--- src/rtl/path_pkg.sv ---
// Shared types and constants for the maze path replay logic.
package path_pkg;

  localparam int COORD_W = 4;
  localparam int LOC_W   = 2 * COORD_W;

  localparam logic [1:0] DIR_RIGHT = 2'b00;
  localparam logic [1:0] DIR_LEFT  = 2'b01;
  localparam logic [1:0] DIR_DOWN  = 2'b10;
  localparam logic [1:0] DIR_UP    = 2'b11;

  typedef enum logic [2:0] {
    IDLE,
    FETCH0,
    WAIT0,
    FETCH,
    WAIT,
    EMIT,
    DONE,
    ERR
  } state_t;

  // A location is {x, y}; x lives in the upper half.
  function automatic logic [COORD_W-1:0] loc_x(input logic [LOC_W-1:0] loc);
    return loc[LOC_W-1:COORD_W];
  endfunction

  function automatic logic [COORD_W-1:0] loc_y(input logic [LOC_W-1:0] loc);
    return loc[COORD_W-1:0];
  endfunction

endpackage

--- src/rtl/path_decoder_dir_encode.sv ---
// Turns a pair of grid cells into a move direction and an adjacency flag.
// Differences are taken one bit wider than a coordinate so the edge of the
// grid does not wrap: 15 -> 0 is a jump of -15, not a step of +1.
module dir_encode
  import path_pkg::*;
#(
  parameter int COORD_W = path_pkg::COORD_W
) (
  input  logic [2*COORD_W-1:0] prev_loc,
  input  logic [2*COORD_W-1:0] cur_loc,
  output logic [1:0]           dir,
  output logic                 adjacent
);

  localparam logic signed [COORD_W:0] D_ZERO = '0;
  localparam logic signed [COORD_W:0] D_POS  = {{COORD_W{1'b0}}, 1'b1};
  localparam logic signed [COORD_W:0] D_NEG  = '1;

  logic signed [COORD_W:0] dx;
  logic signed [COORD_W:0] dy;

  assign dx = $signed({1'b0, cur_loc[2*COORD_W-1:COORD_W]})
            - $signed({1'b0, prev_loc[2*COORD_W-1:COORD_W]});
  assign dy = $signed({1'b0, cur_loc[COORD_W-1:0]})
            - $signed({1'b0, prev_loc[COORD_W-1:0]});

  // Exactly one axis must move by exactly one cell.
  always_comb begin
    dir      = DIR_RIGHT;
    adjacent = 1'b0;
    if (dy == D_ZERO && dx == D_POS) begin
      dir      = DIR_RIGHT;
      adjacent = 1'b1;
    end else if (dy == D_ZERO && dx == D_NEG) begin
      dir      = DIR_LEFT;
      adjacent = 1'b1;
    end else if (dx == D_ZERO && dy == D_POS) begin
      dir      = DIR_DOWN;
      adjacent = 1'b1;
    end else if (dx == D_ZERO && dy == D_NEG) begin
      dir      = DIR_UP;
      adjacent = 1'b1;
    end
  end

endmodule

--- src/rtl/path_decoder.sv ---
// Replays the stored maze path oldest-first and streams one direction per
// consecutive cell pair over a valid/ready handshake.
//
// state  | meaning
// IDLE   | waiting for start
// FETCH0 | pop the start cell, or finish if the queue is empty
// WAIT0  | capture the start cell into prev_loc
// FETCH  | pop the next cell, or finish if the queue is empty
// WAIT   | capture the next cell, classify the move
// EMIT   | present dir/dir_loc until the consumer accepts
// DONE   | one-cycle fin pulse
// ERR    | non-adjacent cells or step overflow; waits for start
module path_decoder
  import path_pkg::*;
#(
  parameter int COORD_W   = path_pkg::COORD_W,
  parameter int MAX_STEPS = 255
) (
  input  logic                 clk,
  input  logic                 rst,
  input  logic                 start,
  input  logic                 q_empty,
  input  logic [2*COORD_W-1:0] loc_in,
  output logic                 pop,
  output logic                 run,
  output logic                 dir_valid,
  input  logic                 dir_ready,
  output logic [1:0]           dir,
  output logic [2*COORD_W-1:0] dir_loc,
  output logic [7:0]           step_cnt,
  output logic                 busy,
  output logic                 fin,
  output logic                 err
);

  localparam int         LW      = 2 * COORD_W;
  localparam logic [7:0] MAX_CNT = 8'(MAX_STEPS);

  state_t          state_q, state_d;
  logic [LW-1:0]   prev_loc_q, prev_loc_d;
  logic [LW-1:0]   cur_loc_q, cur_loc_d;
  logic [1:0]      dir_q, dir_d;
  logic [7:0]      step_cnt_q, step_cnt_d;
  logic            err_q, err_d;
  logic            dir_valid_q, dir_valid_d;
  logic            fin_q, fin_d;
  logic            busy_q, busy_d;
  logic            pop_c;

  logic [1:0]      enc_dir;
  logic            enc_adj;

  // The move being classified is always prev_loc -> the entry arriving now.
  dir_encode #(.COORD_W(COORD_W)) u_dir_encode (
    .prev_loc (prev_loc_q),
    .cur_loc  (loc_in),
    .dir      (enc_dir),
    .adjacent (enc_adj)
  );

  // Next-state and next-output computation for the replay sequencer.
  always_comb begin
    state_d     = state_q;
    prev_loc_d  = prev_loc_q;
    cur_loc_d   = cur_loc_q;
    dir_d       = dir_q;
    step_cnt_d  = step_cnt_q;
    err_d       = err_q;
    pop_c       = 1'b0;

    case (state_q)
      IDLE: begin
        if (start) begin
          step_cnt_d = '0;
          err_d      = 1'b0;
          state_d    = FETCH0;
        end
      end
      FETCH0: begin
        if (q_empty) begin
          state_d = DONE;
        end else begin
          pop_c   = 1'b1;
          state_d = WAIT0;
        end
      end
      WAIT0: begin
        prev_loc_d = loc_in;
        state_d    = FETCH;
      end
      FETCH: begin
        if (q_empty) begin
          state_d = DONE;
        end else begin
          pop_c   = 1'b1;
          state_d = WAIT;
        end
      end
      WAIT: begin
        cur_loc_d = loc_in;
        // Overflow is only checked for moves that would otherwise be emitted.
        if (!enc_adj || step_cnt_q == MAX_CNT) begin
          err_d   = 1'b1;
          state_d = ERR;
        end else begin
          dir_d   = enc_dir;
          state_d = EMIT;
        end
      end
      EMIT: begin
        if (dir_ready) begin
          step_cnt_d = step_cnt_q + 8'd1;
          prev_loc_d = cur_loc_q;
          state_d    = FETCH;
        end
      end
      DONE: begin
        state_d = IDLE;
      end
      ERR: begin
        if (start) begin
          step_cnt_d = '0;
          err_d      = 1'b0;
          state_d    = FETCH0;
        end
      end
      default: begin
        state_d = IDLE;
      end
    endcase

    // Status outputs are registered from the next state so they line up
    // with the state they describe.
    dir_valid_d = (state_d == EMIT);
    fin_d       = (state_d == DONE);
    busy_d      = !(state_d == IDLE || state_d == DONE || state_d == ERR);
  end

  // State and output registers with synchronous active-low reset.
  always_ff @(posedge clk) begin
    if (!rst) begin
      state_q     <= IDLE;
      prev_loc_q  <= '0;
      cur_loc_q   <= '0;
      dir_q       <= '0;
      step_cnt_q  <= '0;
      err_q       <= 1'b0;
      dir_valid_q <= 1'b0;
      fin_q       <= 1'b0;
      busy_q      <= 1'b0;
    end else begin
      state_q     <= state_d;
      prev_loc_q  <= prev_loc_d;
      cur_loc_q   <= cur_loc_d;
      dir_q       <= dir_d;
      step_cnt_q  <= step_cnt_d;
      err_q       <= err_d;
      dir_valid_q <= dir_valid_d;
      fin_q       <= fin_d;
      busy_q      <= busy_d;
    end
  end

  // pop follows the queue's one-cycle read latency: issued in FETCH/FETCH0,
  // data consumed in the following WAIT/WAIT0.
  assign pop       = pop_c;
  assign run       = busy_q;
  assign busy      = busy_q;
  assign dir_valid = dir_valid_q;
  assign dir       = dir_q;
  assign dir_loc   = cur_loc_q;
  assign step_cnt  = step_cnt_q;
  assign fin       = fin_q;
  assign err       = err_q;

endmodule

--- config.mk ---
export PLATFORM = sky130hd
export DESIGN_NAME = path_decoder
export DESIGN_NICKNAME = d
export VERILOG_FILES = /design/src/rtl/path_pkg.sv /design/src/rtl/path_decoder_dir_encode.sv /design/src/rtl/path_decoder.sv
export SDC_FILE = /design/constraint.sdc
export NUM_CORES = 1
export LEC_CHECK = 0
export CAP_MARGIN = 40
export CORE_MARGIN = 5
export CORE_UTILIZATION = 45
export DETAILED_ROUTE_END_ITERATION = 10
export GPL_TIMING_DRIVEN = 0
export HOLD_SLACK_MARGIN = 0.12
export PLACE_DENSITY = 0.7
export REMOVE_ABC_BUFFERS = 1
export SYNTH_ARGS = -nofsm -noshare
export SYNTH_HDL_FRONTEND = slang
export SYNTH_SLANG_ARGS = --single-unit
--- constraint.sdc ---
create_clock -name clk -period 6.19 [get_ports clk]
set_input_delay 1.238 -clock clk [delete_from_list [all_inputs] [get_ports clk]]
set_output_delay 1.238 -clock clk [all_outputs]
set_load 0.1 [all_outputs]
==> results of run 1 <==
-- cells by family after synthesis --
logic type | count (synthesis) | synth area share
buf+inv | 25 | 0.0554
mux | 17 | 0.0886
fa+ha+maj | 11 | 0.0795
compound gates | 40 | 0.156
simple gates | 87 | 0.231
flops | 33 | 0.344
xor+xnor | 10 | 0.0456
-- sequential cells by signal, summed over array words and instances (netlist names) --
signal / flops
dir_loc: 8
prev_loc_q: 8
step_cnt: 8
state_q: 3
dir: 2
busy: 1
dir_valid: 1
err: 1
fin: 1
-- metrics by stage --
| step | hold slack (ns) | setup WS, ns | cells |
|---|---|---|---|
| global placement | 0.468 | 1.93 | 302 |
| floorplan | 0.454 | 1.64 | 216 |
| finish | 0.489 | 2.33 | 335 |
| detailed placement | 0.478 | 2.24 | 327 |
| CTS | 0.495 | 2.32 | 335 |
| global route | 0.538 | 2.27 | 335 |
-- worst max-delay path: cells and delay by family --
kind / cells / cell delay [ns]
and+or+nand+nor: 1 / 0.20
buffers and inverters: 3 / 1.18
-- metal layers --
layer / share of wire / track usage
met1: 0.45 / 0.220
met2: 0.51 / 0.311
met3: 0.039 / 0.0369
met4: 0.0043 / 0.0408
met5: 0 / 0
-- report_power, final --
| part | leakage [nW] | internal [mW] | switching, mW |
|---|---|---|---|
| Clock | 0.0542 | 0.100 | 0.0779 |
| Combinational | 0.806 | 0.0776 | 0.120 |
| Sequential | 0.267 | 0.224 | 0.0105 |
-- placed cells by master, fill, tap and decap left out, types with 5 or more instances in the layout --
cell,synthesis,final
a21oi_1,13,13
buf_8,0,24
clkbuf_8,0,7
clkdlybuf4s50_1,0,36
dfxtp_1,33,33
ha_1,9,9
inv_1,17,17
mux2i_1,17,17
nand2_1,15,15
nand3_1,5,5
nor2_1,42,42
o21ai_0,7,7
xnor2_1,6,6
-- how the worst min path moves through the flow --
stage                    endpoint  slack [ns]           from  cells past startpoint
global placement    prev_loc_q[6]        0.47  prev_loc_q[6]                      2
floorplan           prev_loc_q[2]        0.45  prev_loc_q[2]                      2
CTS                 prev_loc_q[2]        0.49  prev_loc_q[2]                      2
finish              prev_loc_q[2]        0.49  prev_loc_q[2]                      2
detailed placement  prev_loc_q[2]        0.48  prev_loc_q[2]                      2
global route        prev_loc_q[6]        0.54  prev_loc_q[6]                      2
-- area by class of cell --
class	instances	area [µm²]
Clock buffer	7	96.3
Clock inverter	1	5.00
Fill cell	337	1280
Inverter	18	67.6
Multi-Input combinational cell	165	1150
Sequential cell	33	661
Tap cell	50	62.6
Timing Repair Buffer	61	728
==> key figures, run 1 <==
Run status
  • Status: finished clean

Global routing
  • First-pass GRT wire length: 7.76 mm
  • Vias in the first global route: approximately 1,700
  • Largest net degree at the start of global routing: 20
  • All-layer global routing usage: 0.176
  • Initial antenna violation count: 0
  • Total gr overflow: 0

Place
  • Cell Area, Placed: between 0.002 and 0.003 mm²
  • Gp weighted congestion: 0.790
  • Placed wire-length estimate: 3.40 mm
  • Number of port buffers: 36

Synthesis
  • Yosys warns: 0
  • Synth area leader: dfxtp_1
  • Synth Register Bits: 33
  • Top cells by area, synth: dfxtp_1 34%, mux2i_1 8.9%, nor2_1 8.2%
  • Post-synth top area share: 0.344
  • Cell variety after synth: 50
  • Number of synthesized flops with an enable pin: 0
  • Syn_area_per_cell: about 8.6 µm²
  • Cell count after synthesis: roughly 220
  • Top-count cell post-synth: nor2_1
  • Post-synthesis async set-or-reset flop share: 0
  • Primary FF master, synth: dfxtp_1
  • Post-synthesis cell area: ~0.0019 mm²
  • Seq/Total Area, Yosys: 0.344
  • Synth cell count leaders: 42 x nor2_1, 33 x dfxtp_1, 17 x inv_1, 17 x mux2i_1, 15 x nand2_1

Critical path
  • Kind of critical path: in2out
  • Startpoint types: primary input
  • Worst setup path endpoint: pop
  • Crit path launch: q_empty
  • Crit path DAT: about 2.6 ns
  • WP data required: 4.95 ns
  • Worst r2r src: prev_loc_q[0]
  • R2r setup slk: about 3.7 ns
  • Cell mode on critical path: clkdlybuf4s50_1
  • Worst reg2reg endpoint: dir_valid
  • Worst reg2reg path depth: 8
  • Crit path cell chain: clkdlybuf4s50_1 > nor3_1 > clkdlybuf4s50_1 > buf_8
  • Slowest cell on crit path: clkdlybuf4s50_1
  • Worst stage delay on the critical path: about 0.56 ns
  • Crit. End Element: primary output
  • Crit-path max FO: 2

Routing
  • Final WL: roughly 4.4 mm
  • Drt pass-1 iters: 4
  • ANT nets after route: 0
  • WL/cell: about 13 µm
  • DRC viols: 0
  • Avg Vias per Cell: roughly 5.2
  • Vias: approximately 1,700
  • DRT iter0 DRCs: 78

Die
  • Die area: between 0.005 and 0.006 mm²
  • Die H: 75.3 µm
  • Die X-Extent: 75.3 µm
  • Core ar.: ~0.004 mm²
  • Initial Util: 0.473
  • # rows: 23
  • IO Pins: 37

Clocking
  • TritonCTS clock tree: built
  • Clock transition at path regs: around 0.070 ns
  • Post-CTS resize count: 0
  • Clk sink count: 33
  • Maximum root-to-sink buffer count: 2
  • CTS Buf Count: 5
  • H-tree depth: 2
  • # hold bufs at CTS: 0
  • Root Buffer Master: clkbuf_8
  • Setup Buffers After CTS: 0
  • Clk Latency, worst-skew pair: 0.28 ns

Timing
  • Final TNS setup: 0 ns
  • Slew Limit Fails: 0
  • RSZ-0062 raised after global routing: no
  • Worst slew margin: 0.503
  • Period utilization: 0.624
  • Tightest Pin Transition: roughly 0.74 ns
  • Fmax: about 260 MHz
  • # setup viols final: 0
  • Min Tclk post-route: between 3 and 4 ns
  • Skew final: ~0.0012 ns
  • Final Hold Viols: 0

Power and ir drop
  • Pleak: 1.13 nW
  • PD cells: between 200 and 250 mW/mm²
  • VDD IR max: between 0.00015 and 0.0002 V
  • Tot Pwr: 610 µW

Finish
  • Post-route cell area: 0.00277 mm²
  • Fraction of layout instances using a drive strength above 1: 0.158
  • Nets: 308
  • Antenna Cells: 0
  • Area Growth Syn to Fin: 44.4%
  • Post-layout util: 0.684

Run
  • Max_cap viols: 0

Hold path
  • Hold Path Class: reg2reg
No activity file was read; power rests on OpenSTA's default activity.
==> run 2: changes to the inputs <==
--- a/config.mk
+++ b/config.mk
@@ -11,7 +11,7 @@
 export DETAILED_ROUTE_END_ITERATION = 10
 export GPL_TIMING_DRIVEN = 0
 export HOLD_SLACK_MARGIN = 0.12
-export PLACE_DENSITY = 0.7
+export PLACE_DENSITY = 0.73
 export REMOVE_ABC_BUFFERS = 1
 export SYNTH_ARGS = -nofsm -noshare
 export SYNTH_HDL_FRONTEND = slang
==> constraint.sdc (replaced) <==
create_clock -name clk -period 3.1 [get_ports clk]
set_input_delay 0.62 -clock clk [delete_from_list [all_inputs] [get_ports clk]]
set_output_delay 0.62 -clock clk [all_outputs]
set_load 0.1 [all_outputs]
==> run 2 against run 1 <==
  * Via count is 0.40% lower
  * Combinational power is 100% higher
  * Power is 94% higher
  * Routed wire length is 2.9% lower
  * Cell count stayed put
  * Non-clock buffer count stayed put
  * Critical path type is now in2reg
  * Clock power is 80% higher
  * Core utilization is 0.22 points lower
  * Sequential cell count stayed put
  * First-iteration DRC count is 14% lower
==> key figures, run 2 (synthesized netlist as in run 1, its figures left out) <==
Place
  • Cell Area, Placed: ~0.0027 mm²
  • Placed wire-length estimate: ~3.3 mm
  • DP Cell Count: roughly 330
  • Number of port buffers: 36
  • Gp weighted congestion: 0.816
  • Post-place setup slack: -0.237 ns

Routing
  • Final WL: around 4.3 mm
  • Avg Vias per Cell: between 5 and 6
  • WL/cell: approximately 13 µm
  • DRC viols: 0
  • ANT nets after route: 0
  • DRT iter0 DRCs: 67
  • Vias: 1,732
  • Drt pass-1 iters: 4

Power and ir drop
  • Comb power frac: 0.335
  • Switching share of total power: 0.361
  • Power Internal: about 760 µW
  • PD cells: roughly 430 mW/mm²
  • Clock Power Share: 0.270
  • Total net switching power: between 400 and 500 µW
  • Pleak: between 1 and 1.5 nW
  • Seq pwr share: 0.395
  • VDD IR max: 0.000292 V

Clocking
  • Maximum root-to-sink buffer count: 2
  • Clk sink count: 33
  • # hold bufs at CTS: 0
  • Setup Buffers After CTS: 0
  • TritonCTS clock tree: built
  • H-tree depth: 2
  • CTS Buf Count: 5
  • Post-CTS resize count: 0
  • Clock transition at path regs: approximately 0.07 ns
  • Clk Latency, worst-skew pair: a little under 0.3 ns
  • Root Buffer Master: clkbuf_8

Critical path
  • Crit. End Element: flop
  • Crit-path max FO: 3
  • Kind of critical path: in2reg
  • Worst reg2reg path depth: 8
  • Startpoint types: primary input
  • Crit path DAT: roughly 3.2 ns
  • WP data required: about 3.3 ns

Die
  • IO Pins: 37
  • # rows: 23
  • Initial Util: 0.473
  • Die H: between 70 and 80 µm
  • Core ar.: ~0.004 mm²
  • Die area: ~0.0057 mm²
  • Die X-Extent: roughly 75 µm

Run
  • Max_cap viols: 0

Timing
  • Min Tclk post-route: between 2 and 3 ns
  • Worst slew margin: 0.514
  • Tightest Pin Transition: between 0.7 and 0.8 ns
  • Skew final: between 0.002 and 0.003 ns
  • Period utilization: 0.959
  • PnR worst setup slack: roughly 0.13 ns
  • Final Hold Viols: 0
  • Fmax: approximately 340 MHz
  • # setup viols final: 0
  • Slew Limit Fails: 0

Finish
  • Commonest non-fill, non-tap cell in the layout: nor2_1
  • Layout Cells excl Fill: 335
  • Nets: 308
  • Area Growth Syn to Fin: 44.0%
  • Fraction of layout instances using a drive strength above 1: 0.161
  • Fillcell total: between 300 and 400
  • Antenna Cells: 0
  • Post-route cell area: roughly 0.0028 mm²
  • Most frequent cells in the layout: 42 x nor2_1, 36 x clkdlybuf4s50_1, 33 x dfxtp_1, 24 x buf_8

Hold path
  • Hold Path Class: reg2reg
  • WHS Path Cells: 2

Global routing
  • Initial antenna violation count: 0
  • Total gr overflow: 0
  • First-pass GRT wire length: approximately 7.4 mm
  • All-layer global routing usage: 0.171
  • Largest net degree at the start of global routing: 20
  • Vias in the first global route: roughly 1,700

Run status
  • Status: finished clean
## run 2: area by class of cell
type / count / area, µm² / share of cell area
inverters: 18 / 67.6 / 0.0244
flip-flops and latches: 33 / 661 / 0.239
multi-input cells: 165 / 1160 / 0.419
clock inverters: 3 / 17.5 / 0.00633
clock buffers: 5 / 68.8 / 0.0249
well taps: 50 / 62.6 / 0.0226
repair buffers: 61 / 728 / 0.263
## run 2: routing by layer
| layer | GRT usage | up-vias | share of wire | wire length, µm |
|---|---|---|---|---|
| met2 | 0.281 | 40 | 0.48 | 2050 |
| met4 | 0.0738 | 0 | 0.016 | 68 |
| met3 | 0.0422 | 7 | 0.054 | 230 |
| met1 | 0.212 | 794 | 0.45 | 1930 |
| li1 | - | 891 | - | - |
| met5 | 0 | - | 0 | 0 |
## run 2: worst paths after layout
kind / startpoint / end / slack (ns)
worst max-delay path: loc_in[0] / dir[0] / 0.13
worst min-delay path: prev_loc_q[0] / prev_loc_q[0] / 0.49
worst max register to register: prev_loc_q[1] / dir[0] / 0.72
worst min register to register: prev_loc_q[0] / prev_loc_q[0] / 0.49
## run 2: power groups by stage
stage	logic [mW]	clock network (mW)	registers (mW)
6_report	0.397	0.320	0.468
5_1_grt	0.432	0.345	0.471
3_5_place_dp	0.393	0	0.477
2_1_floorplan	0.186	0	0.555
3_3_place_gp	0.345	0	0.476
4_1_cts	0.395	0.327	0.467
## run 2: worst max-delay path, cell delays in order
cell and delay [ns]:
clkdlybuf4s50_1 0.51, inv_1 0.06, ha_1 0.22, fa_1 0.40
xor2_1 0.26, nand2_1 0.15, a211oi_1 0.37, nand2_1 0.11
o31a_1 0.26, o21a_1 0.19
## run 2: per-stage QoR
step	power [mW]	hold WS [ns]	setup TNS, ns	util
finish	1.18	0.494	0	0.681
global route	1.25	0.517	-0.00297	0.681
CTS	1.19	0.490	0	0.680
detailed placement	0.870	0.473	-1.11	0.659
global placement	0.821	0.466	-0.927	0.568
floorplan	0.741	0.454	-1.76	-
==> run 3: changes to the inputs <==
--- a/config.mk
+++ b/config.mk
@@ -6,12 +6,14 @@
 export NUM_CORES = 1
 export LEC_CHECK = 0
 export CAP_MARGIN = 40
+export CELL_PAD_IN_SITES_DETAIL_PLACEMENT = 1
+export CELL_PAD_IN_SITES_GLOBAL_PLACEMENT = 1
 export CORE_MARGIN = 5
-export CORE_UTILIZATION = 45
+export CORE_UTILIZATION = 35
 export DETAILED_ROUTE_END_ITERATION = 10
 export GPL_TIMING_DRIVEN = 0
 export HOLD_SLACK_MARGIN = 0.12
-export PLACE_DENSITY = 0.73
+export PLACE_DENSITY = 0.75
 export REMOVE_ABC_BUFFERS = 1
 export SYNTH_ARGS = -nofsm -noshare
 export SYNTH_HDL_FRONTEND = slang
==> run 3 against run 2 <==
  * Global-route usage shrank 1.8 points
  * Cell area grew 1.7%
  * First-iteration DRC count shrank 33%
  * Non-clock buffer count is the same
  * Fmax is essentially flat
  * Worst setup slack gained 0.00076 ns
  * Clock power grew 14%
  * Sequential cell count is the same
  * Sequential share of layout area shrank 0.39 points
  * Highest routed layer unchanged
==> key figures, run 3 (synthesized netlist as in run 1, its figures left out) <==
Finish
  • Nets: 308
  • Commonest non-fill, non-tap cell in the layout: nor2_1
  • Area Growth Syn to Fin: 46.4%
  • Antenna Cells: 0
  • Most frequent cells in the layout: 42 x nor2_1, 36 x clkdlybuf4s50_1, 33 x dfxtp_1, 24 x buf_8
  • Fraction of layout instances using a drive strength above 1: 0.161
  • Post-layout util: 0.520
  • Fillcell total: between 600 and 700

Critical path
  • Crit. End Element: flop
  • Kind of critical path: in2reg
  • WP data required: between 3 and 4 ns
  • Startpoint types: primary input
  • Slowest cell on crit path: clkdlybuf4s50_1
  • Crit path DAT: about 3.2 ns
  • Crit path cell chain: clkdlybuf4s50_1 > inv_1 > ha_1 > fa_1 > xor2_1 > a2111oi_2 > and3_2 > o2111ai_1 > nand3_2 > nor4bb_4
  • Bufs and invs on worst path: 2
  • Crit-path max FO: 5
  • Worst stage delay on the critical path: 0.51 ns
  • CP top delay family: adder cells

Global routing
  • Largest net degree at the start of global routing: 20
  • Vias in the first global route: 1,939
  • Total gr overflow: 0
  • First-pass GRT wire length: 8.85 mm
  • All-layer global routing usage: 0.153
  • Initial antenna violation count: 0

Timing
  • Skew final: 0.00507 ns
  • Slew Limit Fails: 0
  • PnR worst setup slack: 0.128 ns
  • Final Hold Viols: 0
  • Min Tclk post-route: 2.97 ns
  • # setup viols final: 0
  • Period utilization: 0.959
  • Tightest Pin Transition: 0.751 ns
  • Final TNS setup: 0 ns
  • Fmax: around 340 MHz
  • Worst slew margin: 0.499

Place
  • Post-place setup slack: -0.369 ns
  • Placed wire-length estimate: roughly 3.8 mm
  • Gp weighted congestion: 0.817
  • Number of port buffers: 36

Routing
  • Avg Vias per Cell: approximately 5
  • DRC viols: 0
  • Vias: about 1,800
  • Drt pass-1 iters: 4
  • Final WL: ~5.0 mm
  • DRT iter0 DRCs: 45
  • WL/cell: 13.9 µm
  • ANT nets after route: 0

Run status
  • Status: finished clean

Run
  • Max_cap viols: 0

Die
  • Initial Util: 0.355
  • Die area: 0.00707 mm²
  • Core ar.: around 0.0054 mm²
  • IO Pins: 37
  • Die X-Extent: roughly 84 µm
  • Die H: 84.1 µm
  • # rows: 27

Clocking
  • Maximum root-to-sink buffer count: 2
  • Clk Latency, worst-skew pair: 0.29 ns
  • CTS Buf Count: 5
  • TritonCTS clock tree: built
  • Clk sink count: 33
  • # hold bufs at CTS: 0
  • Root Buffer Master: clkbuf_8
  • H-tree depth: 2
  • Clock transition at path regs: around 0.070 ns

Power and ir drop
  • Pleak: 1.13 nW
  • PD cells: 439 mW/mm²
  • VDD IR max: between 0.0002 and 0.00025 V

Hold path
  • Hold Path Class: reg2reg
run 3: per-layer routing:
| layer | up-vias | routed length [µm] | global-route usage |
|---|---|---|---|
| li1 | 888 | - | - |
| met1 | 833 | 2100 | 0.179 |
| met2 | 30 | 2600 | 0.275 |
| met3 | 8 | 191 | 0.0306 |
| met4 | 0 | 72 | 0.0482 |
| met5 | - | 0 | 0 |
run 3: report_power, final:
part	switching (mW)	leakage, nW	internal [mW]
Combinational	0.246	0.808	0.158
Clock	0.163	0.0542	0.201
Sequential	0.0214	0.267	0.446
Total	0.430	1.13	0.805
run 3: per-stage QoR:
stage / area [µm²] / cells / hold WS (ns) / power [mW]
after floorplan: 1880 / 216 / 0.454 / 0.741
after global routing: 2810 / 357 / 0.534 / 1.31
after detailed placement: 2700 / 349 / 0.484 / 0.880
final: 2810 / 357 / 0.497 / 1.24
after CTS: 2810 / 357 / 0.501 / 1.25
after global placement: 2330 / 324 / 0.464 / 0.825
run 3: worst min-delay path, stage by stage (launching register included):
cell	delay (ns)
dfxtp_1	0.33
a21oi_1	0.06
nor2_1	0.07
run 3: final cells by class:
type | count | area, µm² | area share
sequential | 33 | 661 | 0.235
multi-input combinational | 165 | 1160 | 0.413
clock buffer | 7 | 96.3 | 0.0343
inverter | 18 | 67.6 | 0.0240
tap | 72 | 90.1 | 0.0320
clock inverter | 1 | 5.00 | 0.00178
timing repair buffer | 61 | 732 | 0.260
run 3: repair_timing:
item / CTS / global route
cloned: 0 / 0
endpoints found under the hold margin: 0 / 0
buffers inserted: 0 / 0
setup endpoints to repair: 5 / 5
gates resized for setup: 1 / 1
run 3: path summary, 6_finish.rpt:
kind,startpoint,endpoint,slack [ns],cells after the start
max reg2reg,state_q[1],prev_loc_q[3],0.67,7
max,loc_in[0],dir_valid,0.13,10
min,prev_loc_q[7],prev_loc_q[7],0.50,2
min reg2reg,prev_loc_q[7],prev_loc_q[7],0.50,2
